## config.mk

```make
export PLATFORM = sky130hd
export DESIGN_NAME = seg_display_arbiter
export DESIGN_NICKNAME = d
export VERILOG_FILES = /design/src/rtl/seg_display_arbiter.sv
export SDC_FILE = /design/constraint.sdc
export NUM_CORES = 1
export LEC_CHECK = 0
export ABC_AREA = 1
export CAP_MARGIN = 5
export CORE_AREA = 5 5 120 150
export DETAILED_ROUTE_END_ITERATION = 6
export DIE_AREA = 0 0 125 155
export PLACE_DENSITY_LB_ADDON = 0.08
export SLEW_MARGIN = 20
export SYNTH_ARGS = -nofsm -noshare
export SYNTH_HDL_FRONTEND = slang
export SYNTH_SLANG_ARGS = --single-unit
```

## constraint.sdc

```tcl
create_clock -name clk -period 2.2 [get_ports clk]
set_clock_uncertainty 0.15 [all_clocks]
set_input_delay 0.33 -clock clk [delete_from_list [all_inputs] [get_ports clk]]
set_output_delay 0.33 -clock clk [all_outputs]
set_load 0.05 [all_outputs]
```

## src/rtl/seg_display_arbiter.sv

```systemverilog
// seg_display_arbiter
//
// Shares the 8-digit seven-segment display between three content sources:
// live status, a latched result and a transient error message. The error has
// the highest priority and a minimum on-screen hold time. A result that is
// preempted by an error is kept and shown again once the hold expires.
// The registered frame feeds the digit scanner.
//
// Optional feature: define SEG_ARB_BLINK_EN to blink the error digits in
// 250 ms on/off phases while an error is shown. With the macro undefined,
// the error enables stay steady and no phase counter is built.
//
// Ports:
//   clk, rst_n          system clock, asynchronous active-low reset
//   stat_code/stat_en   live status frame (digit 0 in [3:0]) and digit enables
//   res_req/res_ack     result request, held until the one-cycle ack
//   res_code/res_en     result frame captured on accept
//   res_clr             one-cycle pulse, discards the stored result
//   err_req/err_ack     error request, held until the one-cycle ack
//   err_code/err_en     error frame captured on accept
//   frame_code/frame_en registered frame to the scanner
//   frame_src           0 status, 1 result, 2 error
//   err_busy            high while the error is being held on screen

module seg_display_arbiter #(
    parameter int unsigned CLK_HZ  = 100_000_000,
    parameter int unsigned HOLD_MS = 2000
) (
    input  logic        clk,
    input  logic        rst_n,
    input  logic [31:0] stat_code,
    input  logic [7:0]  stat_en,
    input  logic        res_req,
    input  logic [31:0] res_code,
    input  logic [7:0]  res_en,
    output logic        res_ack,
    input  logic        res_clr,
    input  logic        err_req,
    input  logic [31:0] err_code,
    input  logic [7:0]  err_en,
    output logic        err_ack,
    output logic [31:0] frame_code,
    output logic [7:0]  frame_en,
    output logic [1:0]  frame_src,
    output logic        err_busy
);

    localparam int unsigned HoldRaw = CLK_HZ / 1000 * HOLD_MS;
    localparam int unsigned HoldCyc = (HoldRaw < 1) ? 1 : HoldRaw;
    localparam int unsigned HoldW   = (HoldCyc > 1) ? $clog2(HoldCyc) : 1;
    localparam logic [HoldW-1:0] HoldLoad = HoldW'(HoldCyc - 1);

    // Encodings double as the frame_src value.
    typedef enum logic [1:0] {
        StStat = 2'd0,
        StRes  = 2'd1,
        StErr  = 2'd2
    } state_e;

    state_e           state_q, state_d;
    logic [HoldW-1:0] hold_q, hold_d;
    logic             res_valid_q, res_valid_d;
    logic             res_arm_q, err_arm_q;
    logic             res_accept, err_accept;
    logic [31:0]      res_code_q, err_code_q;
    logic [7:0]       res_en_q, err_en_q;
    logic             res_ack_q, err_ack_q, err_busy_q;
    logic [31:0]      frame_code_q, frame_code_d;
    logic [7:0]       frame_en_q, frame_en_d;
    logic [1:0]       frame_src_q, frame_src_d;
    logic [7:0]       err_en_shown;

    assign res_accept = res_req & res_arm_q;
    assign err_accept = err_req & err_arm_q;

    // Result flag: a same-cycle accept beats the clear.
    always_comb begin
        res_valid_d = res_valid_q;
        if (res_accept) begin
            res_valid_d = 1'b1;
        end else if (res_clr) begin
            res_valid_d = 1'b0;
        end
    end

    // Next-state: an error accept preempts everything and restarts the hold.
    always_comb begin
        state_d = state_q;
        hold_d  = hold_q;
        if (err_accept) begin
            state_d = StErr;
            hold_d  = HoldLoad;
        end else begin
            unique case (state_q)
                StStat: begin
                    if (res_accept) begin
                        state_d = StRes;
                    end
                end
                StRes: begin
                    if (res_clr && !res_accept) begin
                        state_d = StStat;
                    end
                end
                StErr: begin
                    if (hold_q == '0) begin
                        state_d = res_valid_d ? StRes : StStat;
                    end else begin
                        hold_d = hold_q - 1'b1;
                    end
                end
                default: state_d = StStat;
            endcase
        end
    end

`ifdef SEG_ARB_BLINK_EN
    localparam int unsigned PhaseRaw = CLK_HZ / 4;
    localparam int unsigned PhaseCyc = (PhaseRaw < 1) ? 1 : PhaseRaw;
    localparam int unsigned PhaseW   = (PhaseCyc > 1) ? $clog2(PhaseCyc) : 1;
    localparam logic [PhaseW-1:0] PhaseLast = PhaseW'(PhaseCyc - 1);

    logic [PhaseW-1:0] phase_cnt_q, phase_cnt_d;
    logic              blink_on_q, blink_on_d;

    // Every error accept restarts the blink in its "on" phase.
    always_comb begin
        phase_cnt_d = phase_cnt_q;
        blink_on_d  = blink_on_q;
        if (err_accept) begin
            phase_cnt_d = '0;
            blink_on_d  = 1'b1;
        end else if (state_q == StErr) begin
            if (phase_cnt_q == PhaseLast) begin
                phase_cnt_d = '0;
                blink_on_d  = ~blink_on_q;
            end else begin
                phase_cnt_d = phase_cnt_q + 1'b1;
            end
        end
    end

    always_ff @(posedge clk or negedge rst_n) begin
        if (!rst_n) begin
            phase_cnt_q <= '0;
            blink_on_q  <= 1'b1;
        end else begin
            phase_cnt_q <= phase_cnt_d;
            blink_on_q  <= blink_on_d;
        end
    end

    assign err_en_shown = blink_on_q ? err_en_q : 8'h00;
`else
    assign err_en_shown = err_en_q;
`endif

    // Frame mux works off the current state, so content follows the state
    // change by one edge.
    always_comb begin
        frame_code_d = stat_code;
        frame_en_d   = stat_en;
        frame_src_d  = state_q;
        unique case (state_q)
            StStat: begin
                frame_code_d = stat_code;
                frame_en_d   = stat_en;
            end
            StRes: begin
                frame_code_d = res_code_q;
                frame_en_d   = res_en_q;
            end
            StErr: begin
                frame_code_d = err_code_q;
                frame_en_d   = err_en_shown;
            end
            default: begin
                frame_code_d = stat_code;
                frame_en_d   = stat_en;
            end
        endcase
    end

    always_ff @(posedge clk or negedge rst_n) begin
        if (!rst_n) begin
            state_q      <= StStat;
            hold_q       <= '0;
            res_valid_q  <= 1'b0;
            res_arm_q    <= 1'b1;
            err_arm_q    <= 1'b1;
            res_code_q   <= '0;
            res_en_q     <= '0;
            err_code_q   <= '0;
            err_en_q     <= '0;
            res_ack_q    <= 1'b0;
            err_ack_q    <= 1'b0;
            err_busy_q   <= 1'b0;
            frame_code_q <= '0;
            frame_en_q   <= '0;
            frame_src_q  <= '0;
        end else begin
            state_q     <= state_d;
            hold_q      <= hold_d;
            res_valid_q <= res_valid_d;
            // Re-arm only once the request has been seen low; a held request
            // therefore keeps the arm cleared after its single accept.
            res_arm_q   <= ~res_req;
            err_arm_q   <= ~err_req;
            if (res_accept) begin
                res_code_q <= res_code;
                res_en_q   <= res_en;
            end
            if (err_accept) begin
                err_code_q <= err_code;
                err_en_q   <= err_en;
            end
            res_ack_q    <= res_accept;
            err_ack_q    <= err_accept;
            err_busy_q   <= (state_d == StErr);
            frame_code_q <= frame_code_d;
            frame_en_q   <= frame_en_d;
            frame_src_q  <= frame_src_d;
        end
    end

    assign res_ack    = res_ack_q;
    assign err_ack    = err_ack_q;
    assign err_busy   = err_busy_q;
    assign frame_code = frame_code_q;
    assign frame_en   = frame_en_q;
    assign frame_src  = frame_src_q;

endmodule

```

---- Word level (Yosys, flattened, before mapping) ----
Cells that the tools add are included.
word-level totals
  flip-flop bits (word level) ............. 158
  bits of input ports ..................... 125
  output and inout bits ................... 45
  logic and storage cells ................. 43
operators by class
  add/sub/neg operators ................... 1
  equality and inequality tests ........... 4
  mux-type cells .......................... 13
  bitwise logic cells ..................... 4
  reductions and logical operators ........ 6
operators by type and width
  operator                                             number
  two-way mux 28 bit                                   3
  one-hot mux 32 bit (2 select lines)                  1
  zero test 28 bit                                     1
  subtractor 28 x 1 -> 28 bit (second input constant)  1
  one-hot mux 8 bit (2 select lines)                   1
  two-way mux 2 bit                                    4
  one-hot mux 2 bit (3 select lines)                   1
  == test 2 bit (second input constant)                2
  two-way mux 1 bit                                    3
  AND 1 bit                                            2
  == test 2 x 1 -> 1 bit (second input constant)       1
  zero test 2 bit                                      1
  != test 2 bit (second input constant)                1
  NOT 1 bit                                            2
  AND reduction 2 bit                                  1
  nonzero test 2 bit                                   1
  logical AND 1 bit                                    1
  zero test 1 bit                                      1

---- Depth between registers and ports, before layout ----
  depth in word-level cells ............... 7
  mapped depth ............................ 14
  depth with buffers taken out ............ 13

---- Worst setup path before layout ----
No wires, ideal clock.
  path kind ............................... register to register
  start point ............................. register hold_q[0]
  end point ............................... register hold_q[7]
  setup time .............................. 0.134 ns
  arrival ................................. 1.630 ns
  data required time ...................... 1.916 ns
  path slack .............................. 0.286 ns
  stages on the path, launching flop included .. 14
  buffers on the path ..................... 2
  period minus slack after synthesis ...... 1.914 ns
  cells stage by stage .................... dfrtp_1 inv_1 ha_1 buf_6 inv_2 nor3_2 nand2_1 nor2_4 nand2_4 nand2_8 nand2_8 buf_6 nand3b_2 nand3_1
between the ends
  cells in the longest elaborated chain, start to end .. 4
  elaborated cells on any way between the ends .. 7
  classes of those cells .................. 1 x add/sub; 1 x eq/ne; 3 x mux; 2 x reduce/logical
ends and longest elaborated chain
  what                         line  source
  from (decl)                  61    logic [HoldW-1:0] hold_q, hold_d;
  from (signal assigned)       203   hold_q <= hold_d;
  subtractor 28 x 1 -> 28 bit  109   hold_d = hold_q - 1'b1;
  two-way mux 28 bit           106   if (hold_q == '0) begin
  two-way mux 28 bit           94    unique case (state_q)
  two-way mux 28 bit           90    if (err_accept) begin
Several ways; a longest one is shown, not always the timed one. The select of a mux whose other input is x is not followed.
A chain may end at the register's enable or synchronous reset.

---- Final worst setup path ----
  start point ............................. register frame_code_q[7] (netlist: frame_code[7])
  end point ............................... output frame_code[7]
RTL lines
  what                    line  source
  from (decl)             68    logic [31:0] frame_code_q, frame_code_d;
  from (signal assigned)  220   frame_code_q <= frame_code_d;
  to (decl)               42    output logic [31:0] frame_code,
No word-level cell between the ends.

==> impl_metrics.csv <==
group,metric,value,unit
route,num_vias,6163,
critical_path,path_depth,1,
critical_path,critPathBufInv,1,
critical_path,endpoint_kind,"output pin",
global_routing,grt_pass1_wl,31600,µm
layout,antennaDiodeCount,0,
hold_path,min_path_type,"in -> async",
floorplan,start_util,0.436,
route,drtPass1Iterations,4,
route,first_iter_violations,327,
route,via_per_inst,4.85,
yosys,syn_area,7190,µm²
placed_design,dp_hpwl,13900,µm
clocking,cts_sinks,158,
floorplan,pin_count,170,
placed_design,place_ws,0.150,ns
job,maxCapViolations,0,
layout,synthToLayoutAreaGrowth,36.3,%
clocking,ctsResizeCount,0,
layout,drive_gt1_frac,0.0990,
critical_path,r2r_cells,12,
clocking,clk_path_buf_depth,2,
critical_path,startpoint_type,"register",
yosys,synth_top_area_frac,0.543,
yosys,synth_area_leader_cell,"dfrtp_1",
yosys,syn_nets,1001,
route,wl_per_cell,15.6,µm
floorplan,dieArea,19400,µm²
yosys,ys_top_cells_by_area,"dfrtp_1 54%, nand2_1 21%, nor2_1 5.0%, a31oi_1 3.5%, o21ai_2 3.2%",
yosys,ys_seq_area_frac,0.550,
run_status,status,"finished clean",
layout,stdcell_count,1271,
yosys,synth_flop_cell,"dfrtp_1",
floorplan,num_rows,53,
power,p_leak,4.61,nW
timing,setup_viol,0,
timing,min_period,2.10,ns
clocking,cts_buffers,17,
route,drc,0,
yosys,synth_edf_count,0,
yosys,synth_area_per_cell,8.26,µm²
clocking,insertion_delay,0.42,ns
clocking,cts_tree,"built",
yosys,yosys_warnings,0,
critical_path,cp.required,1.72,ns
critical_path,cpLargestDelayFamily,"buffers and inverters",
floorplan,die_height,155,µm
timing,rsz0062_at_grt,"no",
global_routing,track_usage,0.205,
critical_path,critPathMaxFanout,1,
route,ant_nets,0,
floorplan,die_w,125,µm
placed_design,place_inst,1238,
timing,setup_ws,0.103,ns
global_routing,antenna_found_initial,1,
timing,hold-worst-slack,0.198,ns
critical_path,path_cells,"clkdlybuf4s50_1",
timing,slew_headroom,0.607,
timing,worst_slew_pin_slew,0.588,ns
yosys,synth_cell_type_count,32,
yosys,synth_top_cells_by_count,"398 x nand2_1, 156 x dfrtp_1, 95 x nor2_1, 40 x a31oi_1",
route,wl,19800,µm
critical_path,critPathMaxStageDelay,0.86,ns
global_routing,grt_max_degree,83,
layout,finalNetCount,1169,
timing,final_hold_viol_count,0,
yosys,synthCells,871,
timing,slew_viol_final,0,
power,power_density,1300,nW/µm²
timing,min_period_over_period,0.953,
timing,tns,0,ns
critical_path,crit_type,"reg -> out",
placed_design,port-buffer-count,169,
clocking,cts_root_buf,"clkbuf_16",
critical_path,slowest_stage,"clkdlybuf4s50_1",
global_routing,overflow,0,
yosys,async_flop_share,1.00,
floorplan,core_area,16500,µm²
yosys,synth.most_common_cell,"nand2_1",
clocking,htreeDepth,4,
placed_design,routabilityCongestion,0.937,
timing,fmax,0.477,GHz
clocking,clk_pin_slew,0.06,ns
yosys,synth-seq-cells,158,
critical_path,cp_data_arrival_time,1.62,ns
global_routing,first_global_vias,6173,
power,irDropWorstVdd,0.850,mV
area by class of cell:
type / instances / area (µm²)
timing repair buffer: 191 / 1920
sequential: 158 / 3960
inverter: 39 / 146
tap: 220 / 275
multi-input combinational: 632 / 2910
fill: 1508 / 6710
clock buffer: 18 / 429
clock inverter: 13 / 166
final timing paths:
path	start	to	slack, ns
worst max-delay path	frame_code[7]	frame_code[7]	0.10
worst min register to register	frame_src_d[0]	frame_src[0]	0.30
worst min-delay path	rst_n	hold_q[16]	0.20
worst max register to register	hold_q[1]	hold_q[8]	0.20
min in group clk	res_code[2]	res_code_q[2]	0.28
max in group asynchronous	rst_n	err_arm_q	1.00
cells by family after synthesis:
kind of cell / synth area share
AOI/OAI and AO/OA: 0.0790
xor gates and xnor gates: 0.0170
adders and majority gates: 0.00870
buffers and inverters: 0.0485
DFF: 0.550
and+or+nand+nor: 0.297
per-layer routing:
metal | track usage | part of all wire
met5 | 0 | 0.00066
met4 | 0.0594 | 0.017
met1 | 0.250 | 0.41
met2 | 0.354 | 0.51
met3 | 0.0615 | 0.066
state kept, by name, summed over array words and instances, names as in the netlist:
register and cells:
err_code_q 32, frame_code 32, res_code_q 32, hold_q 28, err_en_q 8, frame_en 8, res_en_q 8, frame_src 2
frame_src_d 2, err_ack 1, err_arm_q 1, err_busy 1, res_ack 1, res_arm_q 1, res_valid_q 1
per-stage QoR:
stage | total power [W] | area, µm² | utilization
2_1_floorplan | 0.00793 | 7190 | -
3_3_place_gp | 0.00974 | 9190 | 0.556
3_5_place_dp | 0.00981 | 9190 | 0.556
4_1_cts | 0.0128 | 9790 | 0.593
5_1_grt | 0.0135 | 9800 | 0.594
6_report | 0.0127 | 9800 | 0.594
timing repair:
action	CTS	global route
setup buffers	0	0
hold buffers	1	0
setup endpoints to repair	0	4
hold endpoints to repair	75	0
placed cells by master (no fill, tap or decap), types with 2 or more instances in the layout:
master / instances
ha_1: 2
dfstp_2: 2
inv_2: 5
nand2_8: 2
nor2_2: 4
o21ai_0: 5
nor2_4: 2
o31ai_2: 3
o21ai_2: 26
nand4_1: 7
o31ai_1: 2
clkinv_2: 2
clkdlybuf4s50_1: 168
nand2_4: 2
bufinv_16: 3
buf_12: 5
dfrtp_1: 156
clkinvlp_4: 5
nand2_1: 398
buf_4: 16
nand3_1: 20
a31oi_1: 40
nor2_1: 95
xor2_1: 13
ha_2: 3
inv_1: 33
clkbuf_16: 17
where the power goes:
group          internal [W]  leakage, nW  switching, W
Combinational       0.00194         2.41       0.00367
Sequential          0.00371         1.93      0.000431
Clock               0.00179        0.276       0.00120
Total               0.00744         4.61       0.00530
(Power assumes the default switching activity.)
